<file path="config.mk">
export PLATFORM = sky130hd
export DESIGN_NAME = vliw_writeback_gen
export DESIGN_NICKNAME = d
export VERILOG_FILES = /design/src/rtl/vliw_pkg.sv /design/src/rtl/vliw_writeback_gen_wb_read_fifo.sv /design/src/rtl/vliw_writeback_gen.sv
export SDC_FILE = /design/constraint.sdc
export NUM_CORES = 1
export LEC_CHECK = 0
export BUFFER_PORTS_ARGS = -buffer_cell sky130_fd_sc_hd__buf_2
export CORE_UTILIZATION = 42
export CTS_BUF_LIST = sky130_fd_sc_hd__clkbuf_8 sky130_fd_sc_hd__clkbuf_16
export DETAILED_ROUTE_END_ITERATION = 6
export HOLD_SLACK_MARGIN = 0.05
export SLEW_MARGIN = 20
export SYNTH_ARGS = -nofsm -noshare
export SYNTH_HDL_FRONTEND = slang
export SYNTH_SLANG_ARGS = --single-unit
</file>
<file path="constraint.sdc">
create_clock -name clock -period 6.7 [get_ports clock]
set_input_delay 1.34 -clock clock [delete_from_list [all_inputs] [get_ports clock]]
set_output_delay 1.34 -clock clock [all_outputs]
set_load 0.05 [all_outputs]
</file>
<file path="src/rtl/vliw_pkg.sv">
// Shared VLIW definitions: default lane geometry, register names and lane slicing helpers.
// Imported by decode, execute and writeback so that lane layout stays consistent.
package vliw_pkg;

    localparam int NLANES_DEF = 3;
    localparam int DATA_W_DEF = 64;
    localparam int REG_AW_DEF = 4;

    // Architectural register names; REG0 is hardwired zero and writes to it are dropped by the RF.
    localparam int REG0    = 0;
    localparam int REG_RA  = 1;
    localparam int REG_SP  = 2;
    localparam int REG_GP  = 3;
    localparam int REG_TMP = 4;

    // What the writeback stage does with the bundle offered this cycle.
    typedef enum logic [1:0] {
        WB_IDLE   = 2'd0,
        WB_ACCEPT = 2'd1,
        WB_STALL  = 2'd2,
        WB_FLUSH  = 2'd3
    } wb_event_e;

    // Low bit index of lane `lane` in a flat vector of `width`-bit lanes.
    function automatic int lane_lo(input int lane, input int width);
        return lane * width;
    endfunction

    // Width of a flat vector holding `nlanes` lanes of `width` bits.
    function automatic int lanes_w(input int nlanes, input int width);
        return nlanes * width;
    endfunction

endpackage

</file>
<file path="src/rtl/vliw_writeback_gen_wb_read_fifo.sv">
// Bounded FIFO for read results leaving writeback; head is shown combinationally and zeroed when empty.
// Pointers wrap naturally because DEPTH is a power of two.
module wb_read_fifo #(
    parameter int WIDTH = 8,
    parameter int DEPTH = 4
) (
    input  logic                     clock,
    input  logic                     reset,
    input  logic                     push,
    input  logic [WIDTH-1:0]         push_data,
    input  logic                     pop,
    output logic                     rd_valid,
    output logic [WIDTH-1:0]         rd_data,
    output logic [$clog2(DEPTH):0]   count,
    output logic                     full
);

    localparam int AW = $clog2(DEPTH);
    localparam int CW = AW + 1;

    logic [WIDTH-1:0] mem_q [DEPTH];
    logic [WIDTH-1:0] mem_d [DEPTH];
    logic [AW-1:0]    wr_ptr_q, wr_ptr_d;
    logic [AW-1:0]    rd_ptr_q, rd_ptr_d;
    logic [CW-1:0]    count_q, count_d;
    logic             empty;
    logic             do_push;
    logic             do_pop;

    assign full    = (count_q == CW'(DEPTH));
    assign empty   = (count_q == '0);
    assign do_push = push & ~full;
    assign do_pop  = pop & ~empty;

    always_comb begin
        mem_d    = mem_q;
        wr_ptr_d = wr_ptr_q;
        rd_ptr_d = rd_ptr_q;
        count_d  = count_q;
        if (do_push) begin
            mem_d[wr_ptr_q] = push_data;
            wr_ptr_d        = wr_ptr_q + 1'b1;
        end
        if (do_pop) begin
            rd_ptr_d = rd_ptr_q + 1'b1;
        end
        // Simultaneous push and pop leave occupancy unchanged.
        case ({do_push, do_pop})
            2'b10:   count_d = count_q + 1'b1;
            2'b01:   count_d = count_q - 1'b1;
            default: count_d = count_q;
        endcase
    end

    always_ff @(posedge clock or posedge reset) begin
        if (reset) begin
            wr_ptr_q <= '0;
            rd_ptr_q <= '0;
            count_q  <= '0;
        end else begin
            wr_ptr_q <= wr_ptr_d;
            rd_ptr_q <= rd_ptr_d;
            count_q  <= count_d;
        end
    end

    // Storage needs no reset: the head is masked to zero whenever count is zero.
    always_ff @(posedge clock) begin
        mem_q <= mem_d;
    end

    assign rd_valid = ~empty;
    assign rd_data  = empty ? '0 : mem_q[rd_ptr_q];
    assign count    = count_q;

endmodule

</file>
<file path="src/rtl/vliw_writeback_gen.sv">
// Parametrised VLIW writeback: registers per-lane results, resolves same-bundle WAW,
// and queues read results behind a valid/ready interface with back-pressure to execute.
module vliw_writeback_gen
    import vliw_pkg::*;
#(
    parameter int NLANES    = NLANES_DEF,
    parameter int DATA_W    = DATA_W_DEF,
    parameter int REG_AW    = REG_AW_DEF,
    parameter int RDQ_DEPTH = 4
) (
    input  logic                         clock,
    input  logic                         reset,
    input  logic                         flush,
    input  logic                         e2w_valid,
    input  logic [NLANES*REG_AW-1:0]     e2w_dest,
    input  logic [NLANES*DATA_W-1:0]     e2w_data,
    input  logic [NLANES-1:0]            e2w_wr,
    input  logic [NLANES-1:0]            e2w_read,
    output logic                         w2e_stall,
    output logic [NLANES-1:0]            w2r_wr,
    output logic [NLANES*REG_AW-1:0]     w2re_dest,
    output logic [NLANES*DATA_W-1:0]     w2re_data,
    output logic                         rd_valid,
    output logic [NLANES*DATA_W-1:0]     rd_data,
    output logic [NLANES-1:0]            rd_mask,
    input  logic                         rd_ready,
    output logic [$clog2(RDQ_DEPTH):0]   rdq_count
);

    localparam int DW_ALL  = lanes_w(NLANES, DATA_W);
    localparam int AW_ALL  = lanes_w(NLANES, REG_AW);
    localparam int RQ_W    = lanes_w(NLANES, DATA_W + 1);

    localparam logic [REG_AW-1:0] REG0_A = REG_AW'(REG0);

    logic [NLANES-1:0]  kill;
    logic               need_rdq;
    logic               rdq_full;
    logic               accept;
    wb_event_e          wb_evt;

    logic [NLANES-1:0]  w2r_wr_q, w2r_wr_d;
    logic [AW_ALL-1:0]  w2re_dest_q, w2re_dest_d;
    logic [DW_ALL-1:0]  w2re_data_q, w2re_data_d;

    logic [DW_ALL-1:0]  rdq_push_data;
    logic [RQ_W-1:0]    rdq_push_entry;
    logic [RQ_W-1:0]    rdq_head;

    assign need_rdq = |e2w_read;

    // Stall looks only at the registered full flag, so a pop this cycle cannot release it.
    assign w2e_stall = e2w_valid & need_rdq & rdq_full & ~flush;

    always_comb begin
        wb_evt = WB_IDLE;
        if (flush) begin
            wb_evt = WB_FLUSH;
        end else if (e2w_valid && w2e_stall) begin
            wb_evt = WB_STALL;
        end else if (e2w_valid) begin
            wb_evt = WB_ACCEPT;
        end
    end

    assign accept = (wb_evt == WB_ACCEPT);

    // Same-bundle WAW: a lane loses if any higher lane writes the same destination.
    for (genvar i = 0; i < NLANES; i++) begin : g_waw
        logic kill_lane;
        always_comb begin
            kill_lane = 1'b0;
            for (int j = i + 1; j < NLANES; j++) begin
                if (e2w_wr[j] &&
                    (e2w_dest[lane_lo(j, REG_AW) +: REG_AW] ==
                     e2w_dest[lane_lo(i, REG_AW) +: REG_AW])) begin
                    kill_lane = 1'b1;
                end
            end
        end
        assign kill[i] = kill_lane;
    end

    always_comb begin
        w2r_wr_d    = '0;
        w2re_dest_d = {NLANES{REG0_A}};
        w2re_data_d = '0;
        case (wb_evt)
            WB_ACCEPT: begin
                w2r_wr_d    = e2w_wr & ~kill;
                w2re_dest_d = e2w_dest;
                w2re_data_d = e2w_data;
            end
            default: begin
                w2r_wr_d    = '0;
                w2re_dest_d = {NLANES{REG0_A}};
                w2re_data_d = '0;
            end
        endcase
    end

    always_ff @(posedge clock or posedge reset) begin
        if (reset) begin
            w2r_wr_q    <= '0;
            w2re_dest_q <= {NLANES{REG0_A}};
            w2re_data_q <= '0;
        end else begin
            w2r_wr_q    <= w2r_wr_d;
            w2re_dest_q <= w2re_dest_d;
            w2re_data_q <= w2re_data_d;
        end
    end

    assign w2r_wr    = w2r_wr_q;
    assign w2re_dest = w2re_dest_q;
    assign w2re_data = w2re_data_q;

    // Read entry carries only flagged lanes; the rest are zeroed so consumers never see stale data.
    always_comb begin
        rdq_push_data = '0;
        for (int i = 0; i < NLANES; i++) begin
            if (e2w_read[i]) begin
                rdq_push_data[lane_lo(i, DATA_W) +: DATA_W] = e2w_data[lane_lo(i, DATA_W) +: DATA_W];
            end
        end
    end

    assign rdq_push_entry = {e2w_read, rdq_push_data};

    wb_read_fifo #(
        .WIDTH (RQ_W),
        .DEPTH (RDQ_DEPTH)
    ) u_rdq (
        .clock     (clock),
        .reset     (reset),
        .push      (accept & need_rdq),
        .push_data (rdq_push_entry),
        .pop       (rd_ready),
        .rd_valid  (rd_valid),
        .rd_data   (rdq_head),
        .count     (rdq_count),
        .full      (rdq_full)
    );

    assign rd_mask = rdq_head[RQ_W-1 -: NLANES];
    assign rd_data = rdq_head[DW_ALL-1:0];

endmodule
</file>
==> results.md, run 1 <==
* Die area at 91400 um^2
* Synth top cells by count: edfxtp_1, and2_1, dfrtp_1
* Final nets at 2829
* First-pass GRT wire length at 129000 um
* Register area share after synthesis at 0.760
* Post-Synthesis Net Count at 2167
* Final Cycle Share at 0.687
* Initial antenna violation count at 6
* Crit path required time at 5.36 ns
* Die width at 302 um
* Asr flop ratio synth at 0.215
* Residual DRC at 0
* # IOs at 622
* CTS max path bufs at 3
* Kind of path behind the tightest hold check: flip-flop to flip-flop
* Final hold vios at 0
* Port buffer count at 621
* DR WL/cell at 22.8 um
* Fmax at 217 MHz
* Initial Util at 0.426
* Setup violators final at 0
* Slowest-stage cell, CP: dfrtp_4
* TritonCTS clock tree: yes
* Reg2reg end: u_rdq.count[2]
* Kind of critical path: flip-flop to output port
* Synth Warn # at 0
* Cell taking the most area after synthesis: edfxtp_1
* CTS Buf Count at 105
* Leak Pwr at 17.9 nW
* Final Power at 0.0211 W
* Yosys cell types at 28
* Finished Layout Cells at 3862
* Htree depth at 3
* #FFs+latches synth at 994
* Slew @ Worst Pin at 0.958 ns
* Sink Count at 994
* Critical-path cell list: buf_4, mux4_2, and2_1, buf_2
* Via-per-instance ratio at 5.02
* WL final at 88100 um
* Post-cts sizing count at 0
* Core Box Area at 88900 um^2
* Status: finished, final reports clean
* Overflow after GRT at 0
* Critical Path Start Type: flip-flop
* Maximum VDD drop at 0.000313 V
* Detail Placement HPWL at 56000 um
* Row count at 109
* Vias in the first global route at 20800
* Critical Path Sink: rd_data[190]
* Worst-path clk slew at 0.06 ns
* Syn_area_per_cell at 19.5 um^2
* Max Slew Vio Count at 0
* Routed vias at 19400
* PD cells at 462 nW/um^2
* Placed Cells at 3666
* Main synth FF type: edfxtp_1
* Minimum clock period at 4.60 ns
* CP arrival at 3.26 ns
* Die height at 302 um
* Reg2reg setup slack at 3.42 ns
* Post-Syn Area at 37900 um^2
* Cell with the most instances after synthesis: edfxtp_1
* Post-synth EDFFs at 780
* ANT nets after route at 0
* Top cell type's share of synthesized area at 0.618
* Setup_tns at 0 ns
* Crit-path max FO at 51
* Max cap viols at 0
* # hold bufs at CTS at 0
* DRT iter0 DRCs at 1291
* Root buffer cell: clkbuf_16
* Synth top area cells: edfxtp_1, dfrtp_1, mux4_2, and2_1, clkbuf_1
* Cell count of the worst reg-to-reg path at 9
* Area grow syn2layout at 20.7%
* RSZ-0062 raised after global routing: no
* Worst-skew pair later-pin latency at 0.66 ns
* Share of cells above drive strength 1 at 0.377
* Largest net degree at the start of global routing at 140
* FF-to-FF Start: u_rdq.count[0]
* Skew final at 0.0201 ns
* Crit end category: output port
* Max_slew headroom at 0.361
* DRT Pass-1 Iters at 5
* Tot GR Track Use at 0.191
* Worst Setup SP: u_rdq.rd_ptr_q[1]
* Postcts setup bufs at 0
* Largest stage delay on the critical path at 0.94 ns
* RePlAce Congestion at 0.847
* Syn Inst Count at 1946
==> critical path: cells and delay by family (launching register included) <==
family / cells / cell delay, ns
muxes: 1 / 0.40
DFF: 1 / 0.94
buffers and inverters: 2 / 0.90
and+or+nand+nor: 1 / 0.24
==> metal layers <==
metal	wire, um	global-route usage
met1	36400	0.247
met2	44200	0.321
met3	5690	0.0468
met4	1830	0.0558
met5	27	0
==> how the worst min path moves through the flow <==
stage / from / end / slack, ns / cells past startpoint
3_5_place_dp: u_rdq.wr_ptr_q[1] / u_rdq.wr_ptr_q[1] / 0.57 / 1
4_1_cts: u_rdq.wr_ptr_q[1] / u_rdq.wr_ptr_q[1] / 0.58 / 1
5_1_grt: u_rdq.wr_ptr_q[1] / u_rdq.wr_ptr_q[1] / 0.60 / 1
2_1_floorplan: u_rdq.wr_ptr_q[1] / u_rdq.wr_ptr_q[1] / 0.53 / 1
3_3_place_gp: u_rdq.wr_ptr_q[1] / u_rdq.wr_ptr_q[1] / 0.54 / 1
6_report: u_rdq.wr_ptr_q[1] / u_rdq.wr_ptr_q[1] / 0.58 / 1
==> through the flow <==
step | hold slack [ns] | setup WS [ns] | cell area, um^2 | utilization
2_1_floorplan | 0.534 | 1.85 | 37900 | -
3_3_place_gp | 0.542 | 2.26 | 42400 | 0.477
3_5_place_dp | 0.569 | 2.18 | 42400 | 0.477
4_1_cts | 0.582 | 2.01 | 45700 | 0.514
5_1_grt | 0.604 | 1.91 | 45700 | 0.514
6_report | 0.577 | 2.10 | 45700 | 0.514
==> cell type report <==
class / instances / area (um^2)
fill: 7287 / 43200
sequential: 994 / 28800
multi-input combinational: 836 / 8520
timing repair buffer: 664 / 3590
clock buffer: 121 / 2880
tap: 1165 / 1460
clock inverter: 74 / 459
inverter: 7 / 30.0
antenna: 1 / 2.50
==> cell families after synthesis <==
family                   Yosys count  synth area share
adder cells (fa/ha/maj)            6           0.00218
AO/OA/AOI/OAI                      4          0.000958
AND/OR/NAND/NOR                  611             0.101
flip-flops                       994             0.760
multiplexers                     197             0.116
XOR/XNOR                          18           0.00416
buffers and inverters            116            0.0159
==> power breakdown <==
group | total [W] | internal (W) | switching (W) | leakage [nW]
Clock | 0.00552 | 0.00324 | 0.00229 | 1.77
Sequential | 0.00754 | 0.00727 | 0.000265 | 10.1
Combinational | 0.00808 | 0.00240 | 0.00569 | 6.03
Total | 0.0211 | 0.0129 | 0.00824 | 17.9
==> layout by cell type (no fill, tap or decap), types with 2 or more instances in the layout <==
cell type	synthesis	routed
edfxtp_1	780	780
and2_1	597	593
nand2b_1	2	2
clkinv_2	0	13
a31oi_1	2	2
and2_4	0	4
clkbuf_16	0	108
xnor2_1	9	9
dfrtp_4	0	2
nor2_1	2	2
bufinv_16	0	5
nor3_1	2	2
dfrtp_1	214	212
xor2_1	9	9
mux4_2	195	195
clkinvlp_4	0	4
inv_6	0	4
buf_4	2	30
inv_1	7	40
clkinv_1	0	14
or3_4	1	2
buf_12	0	13
clkbuf_8	0	13
buf_2	37	621
ha_1	5	5
nand2_1	3	3
==> registers in the layout, indices dropped and copies added, names as in the netlist <==
register        cells
u_rdq.count         3
u_rdq.mem_q       780
w2re_data         192
w2r_wr              3
u_rdq.rd_ptr_q      2
w2re_dest          12
u_rdq.wr_ptr_q      2
No activity file was read; power rests on OpenSTA's default activity.
==> inputs of run 2 (changes only) <==
clock period = 4.7 ns   (was 6.7 ns; I/O delays follow)
==> run 2 against run 1 <==
Clock skew is 0.00098 ns higher; non-clock buffer count grew 16; sequential share of layout area is 0.42 points lower; total power is 44% higher; largest power group unchanged; cell count rose by 0.34%.
==> results.md, run 2 (synthesis gave the netlist of run 1 again) <==
* FF-to-FF Start: u_rdq.count[2]
* Largest stage delay on the critical path at 0.89 ns
* Largest Register: u_rdq.mem_q
* Top Layer Used: met5
* Commonest non-fill, non-tap cells in the layout: edfxtp_1, buf_2, and2_1
* Post-route cell area at 46000 um^2
* CTS max path bufs at 3
* Skew final at 0.0211 ns
* Core Box Area at 88900 um^2
* Sink Count at 994
* Root buffer cell: clkbuf_16
* Htree depth at 3
* # hold bufs at CTS at 0
* Leak Pwr at 18.0 nW
* Max cap viols at 0
* Vias in the first global route at 20700
* Die height at 302 um
* Filler instances at 7294
* Worst-skew pair later-pin latency at 0.66 ns
* Worst Setup SP: u_rdq.rd_ptr_q[0]
* Post-Route M1 WL at 36000 um
* RePlAce Congestion at 0.898
* Post-route setup slack at 0.760 ns
* DRT Pass-1 Iters at 4
* RSZ-0062 raised after global routing: no
* Tot GR Track Use at 0.189
* DR WL/cell at 22.5 um
* Max_slew headroom at 0.404
* Postcts setup bufs at 0
* Place WS at 0.983 ns
* Core Util, Final at 0.518
* Initial Util at 0.426
* Critical Path Start Type: flip-flop
* Residual DRC at 0
* Slew @ Worst Pin at 0.894 ns
* PD cells at 661 nW/um^2
* Via-per-instance ratio at 5.03
* Setup_tns at 0 ns
* Port buffer count at 621
* Area grow syn2layout at 21.5%
* Final Power at 0.0304 W
* Crit-path max FO at 30
* Status: finished, final reports clean
* ANT nets after route at 0
* Final nets at 2842
* Max Slew Vio Count at 0
* Initial antenna violation count at 9
* Largest net degree at the start of global routing at 208
* TritonCTS clock tree: yes
* # IOs at 622
* Final Cycle Share at 0.838
* Kind of path behind the tightest hold check: primary input to async pin
* Detail Placement HPWL at 55800 um
* Critical-path cell list: buf_4, mux4_2, and2_1, buf_2
* Kind of critical path: flip-flop to output port
* Most common cell after layout, fill and taps aside: edfxtp_1
* Worst-path clk slew at 0.06 ns
* Met2 WL at 43100 um
* Slowest-stage cell, CP: dfrtp_4
* Setup violators final at 0
* WL final at 87100 um
* CP arrival at 3.00 ns
* Share of cells above drive strength 1 at 0.383
* Crit end category: output port
* DRT iter0 DRCs at 1174
* Post-cts sizing count at 0
* Minimum clock period at 3.94 ns
* Die area at 91400 um^2
* Overflow after GRT at 0
* DP Area at 42600 um^2
* Largest register FFs at 780
* Die width at 302 um
* Routed vias at 19500
* CTS Buf Count at 102
* Row count at 109
* Crit path required time at 3.76 ns
* Maximum VDD drop at 0.000380 V
* Met3 wire length at 6060 um
* Fmax at 254 MHz
* Final hold vios at 0
* First-pass GRT wire length at 128000 um
## run 2: cell count changes in the layout (fill, tap and decap cells not counted), moves of 4 or more
cell | previous run | this run
bufinv_16 | 5 | 13
clkbuf_16 | 108 | 103
buf_4 | 30 | 38
clkbuf_8 | 13 | 9
clkinv_1 | 14 | 18
buf_12 | 13 | 21
inv_1 | 40 | 26
## run 2: layer usage
metal	track usage	vias up
met5	0	-
met4	0.0521	8
met3	0.0491	132
met2	0.314	618
met1	0.246	10100
li1	-	8613
## run 2: metrics by stage
step | hold slack (ns) | instances
after floorplan | 0.534 | 1946
after global placement | 0.544 | 3682
after detailed placement | 0.567 | 3682
after CTS | 0.428 | 3872
after global routing | 0.463 | 3873
final | 0.444 | 3875
## run 2: final timing paths
path,slack (ns),depth (start not counted),endpoint
max,0.76,4,rd_data[169]
min reg2reg,0.57,1,u_rdq.wr_ptr_q[1]
min,0.44,2,w2re_data[48]
max reg2reg,1.94,5,u_rdq.mem_q[617]
max in group asynchronous,3.34,3,w2re_data[128]
min in group clock,0.50,2,w2re_data[148]
## run 2: power by group
part | total (W) | switching [W] | internal, W
Sequential | 0.0107 | 0.000335 | 0.0104
Clock | 0.00812 | 0.00329 | 0.00484
Combinational | 0.0116 | 0.00811 | 0.00351
Total | 0.0304 | 0.0117 | 0.0187
## run 2: worst max-delay path, delay by kind of cell (launching register included)
kind	cells	cell delay, ns
DFF	1	0.89
and+or+nand+nor	1	0.17
muxes	1	0.57
buffers and inverters	2	0.68
## run 2: cell type report
| cell class | instances | area [um^2] | share of cell area |
|---|---|---|---|
| multi-input cells | 836 | 8520 | 0.185 |
| inverters | 7 | 30.0 | 0.000652 |
| flip-flops and latches | 994 | 28800 | 0.625 |
| diodes | 3 | 7.51 | 0.000163 |
| well taps | 1165 | 1460 | 0.0317 |
| repair buffers | 680 | 3810 | 0.0828 |
| clock inverters | 78 | 723 | 0.0157 |
| clock buffers | 112 | 2700 | 0.0587 |
==> inputs of run 3 (changes only) <==
clock period = 3.2 ns   (was 4.7 ns; I/O delays follow)
==> run 3 against run 2 <==
Via count is 0.32% higher; hold slack worse by 0.27 ns; cell area grew 2.8%; critical path depth grew 2; clock skew grew 0.0031 ns; die area stayed put; register-to-register slack worse by 1.3 ns; total power is 55% higher; clock power grew 44%; first-iteration DRC count shrank 4.7%; core utilization grew 1.5 points; combinational power increased by 73%.
==> results.md, run 3 (synthesis gave the netlist of run 1 again) <==
* Worst hold endpoint: w2re_data[18]
* Largest Register: u_rdq.mem_q
* Overflow after GRT at 0
* Htree depth at 3
* Delay-heaviest family, CP: simple AND/OR/NAND/NOR gates
* TritonCTS clock tree: yes
* Setup_tns at 0 ns
* Max Slew Vio Count at 0
* Die width at 302 um
* Crit-path max FO at 2
* Area grow syn2layout at 24.9%
* Core Box Area at 88900 um^2
* CP arrival at 2.51 ns
* Skew final at 0.0242 ns
* Max cap viols at 0
* Post-route setup slack at 0.0495 ns
* RePlAce Congestion at 0.868
* DRT iter0 DRCs at 1119
* Hold Path Depth at 2
* Min-delay src: e2w_data[18]
* Die area at 91400 um^2
* Final nets at 2858
* Final hold vios at 0
* Commonest non-fill, non-tap cells in the layout: edfxtp_1, and2_1, buf_2
* Fmax at 317 MHz
* Routed vias at 19600
* Final Cycle Share at 0.985
* FF-to-FF Start: u_rdq.count[0]
* # IOs at 622
* CTS Buf Count at 102
* Root buffer cell: clkbuf_16
* ANT nets after route at 0
* Status: finished, final reports clean
* Setup violators final at 0
* Tot GR Track Use at 0.195
* DR WL/cell at 23.3 um
* Largest net degree at the start of global routing at 123
* Critical Path Start Type: primary input
* Residual DRC at 0
* DP Area at 42700 um^2
* DRT Pass-1 Iters at 5
* Largest register FFs at 780
* CP most frequent cell: nand2b_1
* Initial antenna violation count at 5
* WL final at 90600 um
* Crit path buffers/inverters at 3
* RSZ-0062 raised after global routing: yes
* Minimum clock period at 3.15 ns
* Multi-input gate area in the final layout at 8660 um^2
* Kind of path behind the tightest hold check: primary input to flip-flop
* Worst-path clk slew at 0.06 ns
* Place WS at 0.0212 ns
* Slew @ Worst Pin at 1.07 ns
* Register area at 28800 um^2
* CTS max path bufs at 3
* Row count at 109
* Via-per-instance ratio at 5.03
* First-pass GRT wire length at 131000 um
* Initial Util at 0.426
* Die height at 302 um
* PD cells at 1000 nW/um^2
* Critical-path cell list: buf_2, nand2b_1, nand2b_1, nor4b_1, buf_4, buf_12
* Max_slew headroom at 0.277
* Kind of critical path: primary input to output port
* Post-route cell area at 47300 um^2
* Reg2reg end: u_rdq.mem_q[472]
* Largest stage delay on the critical path at 0.94 ns
* Slowest-stage cell, CP: nor4b_1
* Crit end category: output port
* Vias in the first global route at 21200
* Reg2reg setup slack at 0.61 ns
* Cell count of the worst reg-to-reg path at 5
* Worst-skew pair later-pin latency at 0.69 ns
* Filler instances at 7109
* Maximum VDD drop at 0.000646 V
* CP Depth at 6
* Core Util, Final at 0.532
* Sink Count at 994
* Leak Pwr at 18.5 nW
* Detail Placement HPWL at 56100 um
* Final Power at 0.0473 W
* Crit path required time at 2.56 ns
* Port buffer count at 621
* Most common cell after layout, fill and taps aside: edfxtp_1
* Share of cells above drive strength 1 at 0.405
## run 3: cell types whose count changed in the layout (fill, tap and decap cells not counted), moves of 8 or more
cell	before	now
and2_1	593	537
and2_4	4	60
buf_12	21	33
buf_16	0	10
buf_2	621	526
buf_4	38	25
buf_6	0	85
buf_8	0	8
clkbuf_16	103	115
inv_1	26	39
## run 3: worst max path at each step
stage	start	endpoint	slack [ns]
final	flush	w2e_stall	0.05
after global routing	u_rdq.rd_ptr_q[0]	rd_data[103]	-0.04
after CTS	u_rdq.rd_ptr_q[0]	rd_data[83]	-0.10
after detailed placement	flush	w2e_stall	0.02
after global placement	flush	w2e_stall	-0.04
after floorplan	flush	u_rdq.mem_q[0]	-0.95
## run 3: final cells by class
cell class | count | area share
diodes | 1 | 0.0000529
clock buffers | 114 | 0.0586
clock inverters | 79 | 0.0122
inverters | 7 | 0.000634
multi-input cells | 836 | 0.183
flip-flops and latches | 994 | 0.608
well taps | 1165 | 0.0308
repair buffers | 696 | 0.107
## run 3: timing repair
action,CTS,global route
pin swaps,1,0
hold endpoints to repair,16,0
setup buffers,8,1
gates cloned,4,9
resized for setup,117,195
hold buffers,1,0
endpoints found under the setup margin,155,106
## run 3: power by group
part / internal (W) / switching (W) / leakage, nW
Sequential: 0.0152 / 0.000299 / 10.1
Combinational: 0.00735 / 0.0127 / 6.71
Clock: 0.00683 / 0.00488 / 1.76
## run 3: per-layer routing
layer	vias to the layer above	wire length, um	part of all wire	track usage
met1	10100	37100	0.41	0.250
met3	110	6470	0.071	0.0519
met5	-	27	0.00030	0
li1	8670	-	-	-
met2	640	45100	0.50	0.324
met4	4	1900	0.021	0.0598
## run 3: metrics by stage
step | hold WS (ns) | std cells
after global placement | 0.517 | 3675
final | 0.171 | 3892
after CTS | 0.116 | 3881
after global routing | 0.134 | 3891
after detailed placement | 0.549 | 3675
after floorplan | 0.534 | 1946
